`config.mk`:
```
export PLATFORM = sky130hd
export DESIGN_NAME = seg_display_driver
export DESIGN_NICKNAME = d
export VERILOG_FILES = /design/src/rtl/seg_display_pkg.sv /design/src/rtl/hex_to_seg.sv /design/src/rtl/seg_display_driver.sv
export SDC_FILE = /design/constraint.sdc
export NUM_CORES = 1
export LEC_CHECK = 0
export CORE_ASPECT_RATIO = 1.5
export CORE_UTILIZATION = 40
export DETAILED_ROUTE_END_ITERATION = 8
export GPL_TIMING_DRIVEN = 1
export MAX_ROUTING_LAYER = met4
export PLACE_DENSITY = 0.62
export SYNTH_ARGS = -nofsm -noshare
export SYNTH_HDL_FRONTEND = slang
export SYNTH_SLANG_ARGS = --single-unit
```
`constraint.sdc`:
```
create_clock -name Clk -period 2.77 [get_ports Clk]
set_clock_uncertainty 0.1 [all_clocks]
set_input_delay 0.4155 -clock Clk [delete_from_list [all_inputs] [get_ports Clk]]
set_output_delay 0.4155 -clock Clk [all_outputs]
set_load 0.02 [all_outputs]
```
`src/rtl/seg_display_pkg.sv`:
```
//------------------------------------------------------------------------------
// Module   : seg_display_pkg
// Brief    : Shared constants for the 4-digit 7-segment display driver.
// Revision : 1.0 - initial release
//------------------------------------------------------------------------------
`default_nettype none

package seg_display_pkg;

    localparam int IDX_W = 2;

    localparam logic [6:0] SEG_BLANK = 7'h7F;

    // Active-low anode per digit index
    localparam logic [3:0] ANODE_ONEHOT [0:3] = '{4'b1110, 4'b1101, 4'b1011, 4'b0111};

    // Active-low {g,f,e,d,c,b,a} for hex digits 0..F
    localparam logic [6:0] HEX_SEG [0:15] = '{
        7'h40, 7'h79, 7'h24, 7'h30, 7'h19, 7'h12, 7'h02, 7'h78,
        7'h00, 7'h10, 7'h08, 7'h03, 7'h46, 7'h21, 7'h06, 7'h0E
    };

    function automatic int cnt_w(input int n);
        return (n <= 2) ? 1 : $clog2(n);
    endfunction

endpackage

`default_nettype wire

```
`src/rtl/hex_to_seg.sv`:
```
//------------------------------------------------------------------------------
// Module   : hex_to_seg
// Brief    : Combinational hex nibble to active-low 7-segment decoder.
// Revision : 1.0 - initial release
//------------------------------------------------------------------------------
`default_nettype none

module hex_to_seg
    import seg_display_pkg::*;
(
    input  logic [3:0] i_hex,
    output logic [6:0] o_seg
);

    assign o_seg = HEX_SEG[i_hex];

endmodule

`default_nettype wire

```
`src/rtl/seg_display_driver.sv`:
```
//------------------------------------------------------------------------------
// Module   : seg_display_driver
// Brief    : Scans X, Y, Cout and Sum onto a 4-digit common-anode display,
//            with inputs latched once per frame. Optional macro OVF_BLINK_EN
//            blinks digit 0 and lights digit 1's point on carry out.
// Revision : 1.0 - initial release
//------------------------------------------------------------------------------
`default_nettype none

module seg_display_driver
    import seg_display_pkg::*;
#(
    parameter int REFRESH_DIV = 50000,
    parameter int BLINK_DIV   = 25
) (
    input  logic       Clk,
    input  logic       Rst,
    input  logic [3:0] InputX,
    input  logic [3:0] InputY,
    input  logic [3:0] Sum,
    input  logic       Cout,
    output logic [3:0] An,
    output logic [6:0] Seg,
    output logic       Dp
);

    localparam int c_PRE_W = cnt_w(REFRESH_DIV);

    logic [c_PRE_W-1:0] r_pre;
    logic [IDX_W-1:0]   r_idx;
    logic [3:0]         r_sh_x, r_sh_y, r_sh_sum;
    logic               r_sh_cout;
    logic [3:0]         r_an;
    logic [6:0]         r_seg;
    logic               r_dp;

    logic               w_tick;
    logic               w_frame_start;
    logic [3:0]         w_nib;
    logic [6:0]         w_seg_dec;
    logic               w_blank;
    logic               w_dp;

    assign w_tick        = (r_pre == c_PRE_W'(REFRESH_DIV - 1));
    assign w_frame_start = w_tick && (r_idx == IDX_W'(3));

    always_ff @(posedge Clk) begin
        if (Rst) begin
            r_pre     <= '0;
            r_idx     <= '0;
            r_sh_x    <= '0;
            r_sh_y    <= '0;
            r_sh_sum  <= '0;
            r_sh_cout <= 1'b0;
        end else begin
            r_pre <= w_tick ? '0 : r_pre + 1'b1;
            if (w_tick) begin
                r_idx <= r_idx + 1'b1;
            end
            // Shadows refresh only at frame boundaries so a frame never tears
            if (w_frame_start) begin
                r_sh_x    <= InputX;
                r_sh_y    <= InputY;
                r_sh_sum  <= Sum;
                r_sh_cout <= Cout;
            end
        end
    end

    always_comb begin
        w_nib = r_sh_sum;
        case (r_idx)
            2'd0:    w_nib = r_sh_sum;
            2'd1:    w_nib = {3'b000, r_sh_cout};
            2'd2:    w_nib = r_sh_y;
            default: w_nib = r_sh_x;
        endcase
    end

    hex_to_seg u_dec (
        .i_hex (w_nib),
        .o_seg (w_seg_dec)
    );

`ifdef OVF_BLINK_EN
    localparam int c_FRM_W = cnt_w(BLINK_DIV);

    logic [c_FRM_W-1:0] r_frm;
    logic               r_phase;

    always_ff @(posedge Clk) begin
        if (Rst) begin
            r_frm   <= '0;
            r_phase <= 1'b0;
        end else if (w_frame_start) begin
            if (r_frm == c_FRM_W'(BLINK_DIV - 1)) begin
                r_frm   <= '0;
                r_phase <= ~r_phase;
            end else begin
                r_frm <= r_frm + 1'b1;
            end
        end
    end

    assign w_blank = r_sh_cout && r_phase && (r_idx == IDX_W'(0));
    assign w_dp    = ~(r_sh_cout && (r_idx == IDX_W'(1)));
`else
    assign w_blank = 1'b0;
    assign w_dp    = 1'b1;
`endif

    always_ff @(posedge Clk) begin
        if (Rst) begin
            r_an  <= 4'b1111;
            r_seg <= SEG_BLANK;
            r_dp  <= 1'b1;
        end else begin
            r_an  <= ANODE_ONEHOT[r_idx];
            r_seg <= w_blank ? SEG_BLANK : w_seg_dec;
            r_dp  <= w_dp;
        end
    end

    assign An  = r_an;
    assign Seg = r_seg;
    assign Dp  = r_dp;

endmodule

`default_nettype wire

```
==> results of run 1 <==
-- worst max path at each step --
| stage | cells past startpoint | from | end |
|---|---|---|---|
| final | 8 | r_idx[0]$_SDFFE_PP0N_ | Seg[0]$_SDFF_PP1_ |
| after global routing | 8 | r_idx[0]$_SDFFE_PP0N_ | Seg[0]$_SDFF_PP1_ |
| after CTS | 8 | r_idx[0]$_SDFFE_PP0N_ | Seg[0]$_SDFF_PP1_ |
| after detailed placement | 8 | r_idx[0]$_SDFFE_PP0N_ | Seg[0]$_SDFF_PP1_ |
| after global placement | 8 | r_idx[0]$_SDFFE_PP0N_ | Seg[0]$_SDFF_PP1_ |
| after floorplan | 8 | r_idx[0]$_SDFFE_PP0N_ | Seg[0]$_SDFF_PP1_ |
-- final cells by class --
| class | count | area, um^2 |
|---|---|---|
| repair buffers | 33 | 310.3 |
| multi-input cells | 154 | 1007 |
| clock inverters | 1 | 5.005 |
| clock buffers | 7 | 86.33 |
| fillers | 460 | 2261 |
| inverters | 7 | 26.28 |
| well taps | 64 | 80.08 |
| flip-flops and latches | 42 | 840.8 |
-- stage by stage --
stage	hold slack, ns	setup WS (ns)	cell area [um^2]	utilization	std cells
finish	0.3584	0.1957	2356	0.5103	308
floorplan	0.3261	0.2932	1957	-	219
detailed placement	0.3510	0.1989	2265	0.4905	300
global placement	0.3448	0.2436	2265	0.4905	300
CTS	0.3686	0.1884	2356	0.5103	308
global route	0.3893	0.05499	2356	0.5103	308
-- per-layer routing --
layer | routed length, um | share of wire | GRT usage | up-vias
met1 | 1701 | 0.45 | 0.1872 | 723
li1 | - | - | - | 819
met4 | 65 | 0.017 | 0.08658 | 0
met2 | 1932 | 0.51 | 0.2996 | 33
met5 | 0 | 0 | - | -
met3 | 102 | 0.027 | 0.02659 | 6
-- power by group --
| group | switching (W) | total [W] | internal [W] | leakage (nW) |
|---|---|---|---|---|
| combinational | 0.0000272 | 0.0000627 | 0.0000355 | 0.496 |
| clock | 0.000205 | 0.000406 | 0.000201 | 0.0482 |
| sequential | 0.00000412 | 0.000617 | 0.000612 | 0.342 |
| total | 0.000236 | 0.00109 | 0.000849 | 0.885 |
-- logic make-up (layout without fill, tap and decap cells) --
logic type	after synthesis	count (layout)	share of synthesized area
muxes	5	5	0.02685
adders and majority gates	12	12	0.07672
DFF	42	42	0.4297
xor gates and xnor gates	14	14	0.06266
other	1	1	0.001916
and+or+nand+nor	73	73	0.2008
AOI/OAI and AO/OA	49	49	0.1458
buffers and inverters	23	48	0.05563
-- critical path: cells and delay by family, from the launching register on --
family,cells,cell delay (ns)
compound gates,2,0.47
fa+ha+maj,2,0.48
buf+inv,2,0.17
flops,1,0.43
mux,1,0.30
simple gates,1,0.53
-- registers in the layout, indices dropped and copies added (netlist names) --
name       cells
r_idx          2
r_sh_sum       4
r_sh_y         4
r_sh_cout      1
r_pre         16
Seg            7
An             4
r_sh_x         4
-- cell usage after synthesis (5+ instances only) --
cell      number  area [um^2]
o21ai_0       19        95.09
nand4_1        5        31.28
a21oi_1       18        90.09
nor2_1        19        71.32
inv_1          7        26.28
nand2b_1       7        43.79
ha_1          12        150.1
nand3_1       19        95.09
nand2_1        6        22.52
dfxtp_1       42        840.8
clkbuf_1       7        26.28
xor2_1        10        87.58
==> results.txt, run 1 <==
Worst-case headroom to the max-slew limit: 0.5142
Worst-path fanout max: 7
CTS Buf Count: 5
Yosys reg bits: 42
Critical Path AT: 2.66 ns
Setup crit end kind: flip-flop
Min cycle time layout: 2.574 ns
Syn Nets: 246
CTS tree: built
Final number of hold-violating endpoints: 0
Core Footprint: 4617 um^2
Routed vias/inst: 5.133
GRT Total Usage: 0.1727
Clock Tree Buf Depth: 2
Vias in the first global route: 1,524
Area growth, synth to finish: 20.40%
CP max stage cell: or4_1
Clock slew at reported path FFs: 0.08 ns
Largest net degree at the start of global routing: 22
Peak supply drop: 280.3 uV
Slew Limit Fails: 0
Hold Path Origin: r_pre[0]$_SDFF_PP0_
I/O pin count: 27
Min-Delay Path Class: reg2reg
Clk_lat worst skew: 0.29 ns
Num Clock Sinks: 42
Hold depth: 1
Fin crit share: 0.9293
Die ar.: 5182 um^2
Tot Pwr: 0.001085 W
Grt ovf: 0
Hold endpoint: r_pre[0]$_SDFF_PP0_
Worst R2R Setup Slack: 0.20 ns
Setup CP Type: reg2reg
Clock root buffer: clkbuf_8
Status: complete, no violations
Starting density of the core: 0.4238
Worst slew pin tran: 0.7260 ns
WP data required: 2.85 ns
Launching point of the worst reg2reg path: r_idx[0]$_SDFFE_PP0N_
Synth Instances: 219
Power Dens Cells: 460.6 nW/um^2
Fraction of layout cells with a size suffix above 1: 0.08197
Leak: 0.8855 nW
CTS resizes: 0
Startpoint types: flip-flop
Post-DP HPWL: 2710 um
FF-to-FF path depth: 8
Post-route ant nets: 0
1st-pass router iterations: 4
Most common cell after layout, fill and taps aside: dfxtp_1
Max Fclk: 388.5 MHz
Dominant synthesized flop cell: dfxtp_1
PortBufs: 25
Setup_tns: 0 ns
Die width: 59.11 um
Critical-path cell list: inv_1 > ha_1 > a222oi_1 > mux2_2 > inv_1 > ha_1 > or4_1 > o311a_1
Total wire length: 3802 um
Row count: 30
Vias: 1,581
Gpl congestion: 0.8226
Async set-reset flop share out of synthesis: 0
Number of DRC markers in iteration 0: 62
Syn. warnings: 0
RSZ-0062 raised after global routing: no
Nets: 270
Register area share after synthesis: 0.4297
Die Y: 87.67 um
First-pass GRT wire length: 6568 um
Reg-to-reg endpoint: Seg[0]$_SDFF_PP1_
Post-Syn Area per Cell: 8.936 um^2
CP peak stage delay: 0.53 ns
# diodes: 0
Max-Cap Viols: 0
Final setup vio count: 0
Post-synth EDFFs: 0
Yosys cell types: 38
Max H-tree Level: 2
Post-CTS Setup Inserts: 0
Post-cts hold buffer count: 0
Initial antenna violation count: 0
Area of the mapped netlist: 1957 um^2
Drt drc: 0
Wire per inst: 12.34 um
Most frequent cells in the layout: dfxtp_1, clkdlybuf4s50_1, o21ai_0, nor2_1, nand3_1
Note: power is estimated with default switching activity, not from simulation.
==> inputs of run 2 (changes only) <==
--- a/config.mk
+++ b/config.mk
@@ -6,11 +6,11 @@
 export NUM_CORES = 1
 export LEC_CHECK = 0
 export CORE_ASPECT_RATIO = 1.5
-export CORE_UTILIZATION = 40
+export CORE_UTILIZATION = 48
 export DETAILED_ROUTE_END_ITERATION = 8
 export GPL_TIMING_DRIVEN = 1
 export MAX_ROUTING_LAYER = met4
-export PLACE_DENSITY = 0.62
+export PLACE_DENSITY = 0.72
 export SYNTH_ARGS = -nofsm -noshare
 export SYNTH_HDL_FRONTEND = slang
 export SYNTH_SLANG_ARGS = --single-unit
==> run 2 against run 1 <==
Flip-flop and latch count unchanged. Hold slack improved by 0.0010 ns. Non-clock buffer count decreased by 1. Register-to-register slack barely moved. Largest power group unchanged. Critical path type unchanged. Combinational power fell by 0.6%. Cell area decreased by 1.8%. Maximum frequency decreased by 0.42%. Sequential share of layout area is 0.66 points higher. Cell count shrank 6.8%.
==> results.txt, run 2 (synthesized netlist as in run 1, its figures left out) <==
Final number of hold-violating endpoints: 0
Largest net degree at the start of global routing: 27
Final setup vio count: 0
CP peak stage delay: 0.54 ns
Worst-case headroom to the max-slew limit: 0.4987
Num Clock Sinks: 42
Worst slew pin tran: 0.7492 ns
Setup crit end kind: flip-flop
Drt drc: 0
1st-pass router iterations: 4
CP max stage cell: or4_1
# diodes: 0
Nets: 269
Gpl congestion: 0.8479
Post-route ant nets: 0
Leak: 0.8768 nW
Die ar.: 4342 um^2
Most frequent cells in the layout: dfxtp_1, clkdlybuf4s50_1, o21ai_0, nor2_1, nand3_1
Initial antenna violation count: 0
Routed vias/inst: 5.596
Min cycle time layout: 2.585 ns
CTS Buf Count: 5
Min-Delay Path Class: reg2reg
Power Dens Cells: 452.6 nW/um^2
Max-Cap Viols: 0
Clock slew at reported path FFs: 0.07 ns
Worst R2R Setup Slack: 0.18 ns
Setup_tns: 0 ns
Fraction of layout cells with a size suffix above 1: 0.07025
Area growth, synth to finish: 18.22%
Status: complete, no violations
Max H-tree Level: 2
Grt ovf: 0
Row count: 28
Critical-path cell list: inv_1 > ha_1 > a222oi_1 > mux2_4 > inv_1 > ha_1 > or4_1 > o311a_1
Biggest register: r_pre
Starting density of the core: 0.4987
Clock Tree Buf Depth: 2
Clock root buffer: clkbuf_8
Slew Limit Fails: 0
Most common cell after layout, fill and taps aside: dfxtp_1
Die width: 54.14 um
Die Y: 80.20 um
Core Footprint: 3924 um^2
Clk_lat worst skew: 0.29 ns
Startpoint types: flip-flop
First-pass GRT wire length: 6596 um
Vias: 1,606
WP data required: 2.85 ns
Post-DP HPWL: 2649 um
Max Fclk: 386.8 MHz
RSZ-0062 raised after global routing: no
I/O pin count: 27
Critical Path AT: 2.67 ns
GRT Total Usage: 0.2116
Fin crit share: 0.9332
PortBufs: 25
CTS tree: built
Worst-path fanout max: 7
Number of DRC markers in iteration 0: 40
Max reg flops: 16
Vias in the first global route: 1,569
Tot Pwr: 0.001047 W
Total wire length: 3781 um
Wire per inst: 13.17 um
Peak supply drop: 376.4 uV
Final hold slack: 0.3594 ns
Setup CP Type: reg2reg
run 2: cell types whose count changed in the layout (fill, tap and decap cells not counted):
cell      delta
clkbuf_1     +1
clkinv_2     -1
mux2_2       -1
clkbuf_8     -1
buf_4        -1
mux2_4       +1
run 2: through the flow:
step	area [um^2]	utilization	worst slack (ns)	std cells
floorplan	1957	-	0.2932	219
global placement	2233	0.5692	0.2397	280
detailed placement	2233	0.5692	0.1544	280
CTS	2310	0.5886	0.1430	287
global route	2313	0.5896	0.02475	287
finish	2313	0.5896	0.1849	287
run 2: area by class of cell:
| cell class | instances | area, um^2 |
|---|---|---|
| Clock buffer | 7 | 76.32 |
| Tap cell | 45 | 56.30 |
| Inverter | 7 | 26.28 |
| Multi-Input combinational cell | 154 | 1011 |
| Fill cell | 366 | 1610 |
| Sequential cell | 42 | 840.8 |
| Timing Repair Buffer | 32 | 302.8 |
run 2: worst paths after layout:
path | from | to | cells after the start
min | r_pre[0]$_SDFF_PP0_ | r_pre[0]$_SDFF_PP0_ | 1
max reg2reg | r_idx[0]$_SDFFE_PP0N_ | Seg[0]$_SDFF_PP1_ | 8
min reg2reg | r_pre[0]$_SDFF_PP0_ | r_pre[0]$_SDFF_PP0_ | 1
max | r_idx[0]$_SDFFE_PP0N_ | Seg[0]$_SDFF_PP1_ | 8
run 2: what timing repair did:
action / CTS / global route
gates resized for setup: 0 / 1
endpoints found under the setup margin: 0 / 1
hold endpoints to repair: 0 / 0
hold buffers: 0 / 0
setup buffers: 0 / 0
run 2: critical path: cells and delay by family (launching register included):
kind	cells	cell delay [ns]
multiplexers	1	0.27
buffers and inverters	2	0.16
AND/OR/NAND/NOR	1	0.54
AO/OA/AOI/OAI	2	0.51
flip-flops	1	0.42
adder cells (fa/ha/maj)	2	0.48
run 2: layer usage:
metal / vias to the layer above / global-route usage / share of wire
li1: 810 / - / -
met1: 759 / 0.2114 / 0.43
met2: 31 / 0.3793 / 0.52
met3: 6 / 0.04545 / 0.029
met4: 0 / 0.08462 / 0.019
met5: - / - / 0
run 2: where the power goes:
group	switching (W)	internal (W)
logic	0.0000268	0.0000355
clock network	0.000195	0.000174
registers	0.00000417	0.000613
==> inputs of run 3 (changes only) <==
--- a/config.mk
+++ b/config.mk
@@ -6,6 +6,7 @@
 export NUM_CORES = 1
 export LEC_CHECK = 0
 export CORE_ASPECT_RATIO = 1.5
+export CORE_MARGIN = 4
 export CORE_UTILIZATION = 48
 export DETAILED_ROUTE_END_ITERATION = 8
 export GPL_TIMING_DRIVEN = 1
==> run 3 against run 2 <==
Critical path depth unchanged. Die area is 19% higher. Critical endpoint unchanged. Largest power group unchanged. First-iteration DRC count is the same. Wire length up 3.5%. Critical path type unchanged.
==> results.txt, run 3 (synthesized netlist as in run 1, its figures left out) <==
WP data required: 2.86 ns
CP max stage cell: or4_1
CP peak stage delay: 0.54 ns
Switching pwr: 0.0002290 W
Initial antenna violation count: 0
Max Fclk: 387.3 MHz
Placed Instances: 278
Die width: 60.14 um
Slew Limit Fails: 0
PortBufs: 25
Most frequent cells in the layout: dfxtp_1, clkdlybuf4s50_1, o21ai_0, nor2_1, nand3_1
Wire per inst: 13.73 um
Startpoint types: flip-flop
CTS tree: built
Core Footprint: 3959 um^2
Starting density of the core: 0.4943
Post-DP HPWL: 2795 um
GRT Total Usage: 0.1731
Area growth, synth to finish: 17.58%
First-pass GRT wire length: 6665 um
Peak supply drop: 361.8 uV
Drt drc: 0
1st-pass router iterations: 4
Vias in the first global route: 1,557
Clock power frac: 0.351
Post-cts hold buffer count: 0
Largest net degree at the start of global routing: 20
Leak: 0.8726 nW
Clock Tree Buf Depth: 2
Critical Path AT: 2.67 ns
Max H-tree Level: 2
Number of DRC markers in iteration 0: 40
Worst slew pin tran: 0.7349 ns
Power Dens Cells: 454.6 nW/um^2
Max reg flops: 16
Clk_lat worst skew: 0.29 ns
Total wire length: 3914 um
Clock slew at reported path FFs: 0.08 ns
Gpl congestion: 0.8056
Setup crit end kind: flip-flop
Seq pwr share: 0.589
Vias: 1,583
Worst-path fanout max: 7
Fraction of layout cells with a size suffix above 1: 0.07083
Die ar.: 5184 um^2
Biggest register: r_pre
Clock root buffer: clkbuf_8
Final Non-Filler Cells: 285
Worst-case headroom to the max-slew limit: 0.5082
RSZ-0062 raised after global routing: no
Row count: 28
Most common cell after layout, fill and taps aside: dfxtp_1
I/O pin count: 27
Status: complete, no violations
Grt ovf: 0
Nets: 267
Min-Delay Path Class: reg2reg
Die Y: 86.20 um
Post-route ant nets: 0
CTS Buf Count: 5
Comb pwr share: 0.060
Setup_tns: 0 ns
# diodes: 0
Switching power share of the total: 0.2189
Max-Cap Viols: 0
Critical-path cell list: inv_1 > ha_1 > a222oi_1 > mux2_4 > inv_1 > ha_1 > or4_1 > o311a_1
Routed vias/inst: 5.554
Fin crit share: 0.9321
FILL cells: 374
Int Pwr: 0.0008171 W
Num Clock Sinks: 42
Final setup vio count: 0
Setup CP Type: reg2reg
Final number of hold-violating endpoints: 0
Min cycle time layout: 2.582 ns
[run 3: changes by cell type in the layout (fill, tap and decap cells not counted), sizes merged]
cell	previous run	this run
clkbuf	7	5
buf	7	5
clkinv	0	2
[run 3: critical path: cells and delay by family, from the launching register on]
family | cells | cell delay, ns
fa+ha+maj | 2 | 0.50
simple gates | 1 | 0.54
buf+inv | 2 | 0.17
mux | 1 | 0.26
flops | 1 | 0.43
compound gates | 2 | 0.47
[run 3: per-stage QoR]
step	total power [W]	hold slack, ns	instance area [um^2]	setup WS (ns)	utilization
2_1_floorplan	0.0006593	0.3261	1957	0.2932	-
3_3_place_gp	0.0006934	0.3393	2218	0.2795	0.5604
3_5_place_dp	0.0006941	0.3443	2218	0.1852	0.5604
4_1_cts	0.001067	0.3631	2297	0.1576	0.5803
5_1_grt	0.001091	0.4057	2301	0.04040	0.5812
6_report	0.001046	0.3566	2301	0.1881	0.5812
[run 3: cell type report]
type	instances	area, um^2	share of cell area
repair buffers	30	287.8	0.1251
inverters	7	26.28	0.01142
well taps	45	56.30	0.02447
clock inverters	2	10.01	0.004350
flip-flops and latches	42	840.8	0.3654
multi-input cells	154	1011	0.4394
clock buffers	5	68.82	0.02991
[run 3: repair_timing]
action	4_1_cts	5_1_grt
gates resized for setup	0	1
setup endpoints to repair	0	1
setup buffers	0	0
[run 3: path summary, 6_finish.rpt]
check	startpoint	end	slack, ns	cells past startpoint
worst max-delay path	r_idx[0]$_SDFFE_PP0N_	Seg[0]$_SDFF_PP1_	0.19	8
worst max register to register	r_idx[0]$_SDFFE_PP0N_	Seg[0]$_SDFF_PP1_	0.19	8
worst min register to register	r_pre[0]$_SDFF_PP0_	r_pre[0]$_SDFF_PP0_	0.36	1
worst min-delay path	r_pre[0]$_SDFF_PP0_	r_pre[0]$_SDFF_PP0_	0.36	1
[run 3: power by group through the flow]
stage	combinational, W	sequential [W]	clock (W)
final	0.0000628	0.000617	0.000367
after CTS	0.0000635	0.000616	0.000387
after global placement	0.0000629	0.000631	0
after floorplan	0.0000217	0.000638	0
after detailed placement	0.0000633	0.000631	0
after global routing	0.0000689	0.000617	0.000404
[run 3: layer usage]
| layer | part of all wire | track usage |
|---|---|---|
| met5 | 0 | - |
| met4 | 0.033 | 0.09073 |
| met3 | 0.039 | 0.03726 |
| met2 | 0.52 | 0.2963 |
| met1 | 0.41 | 0.1795 |
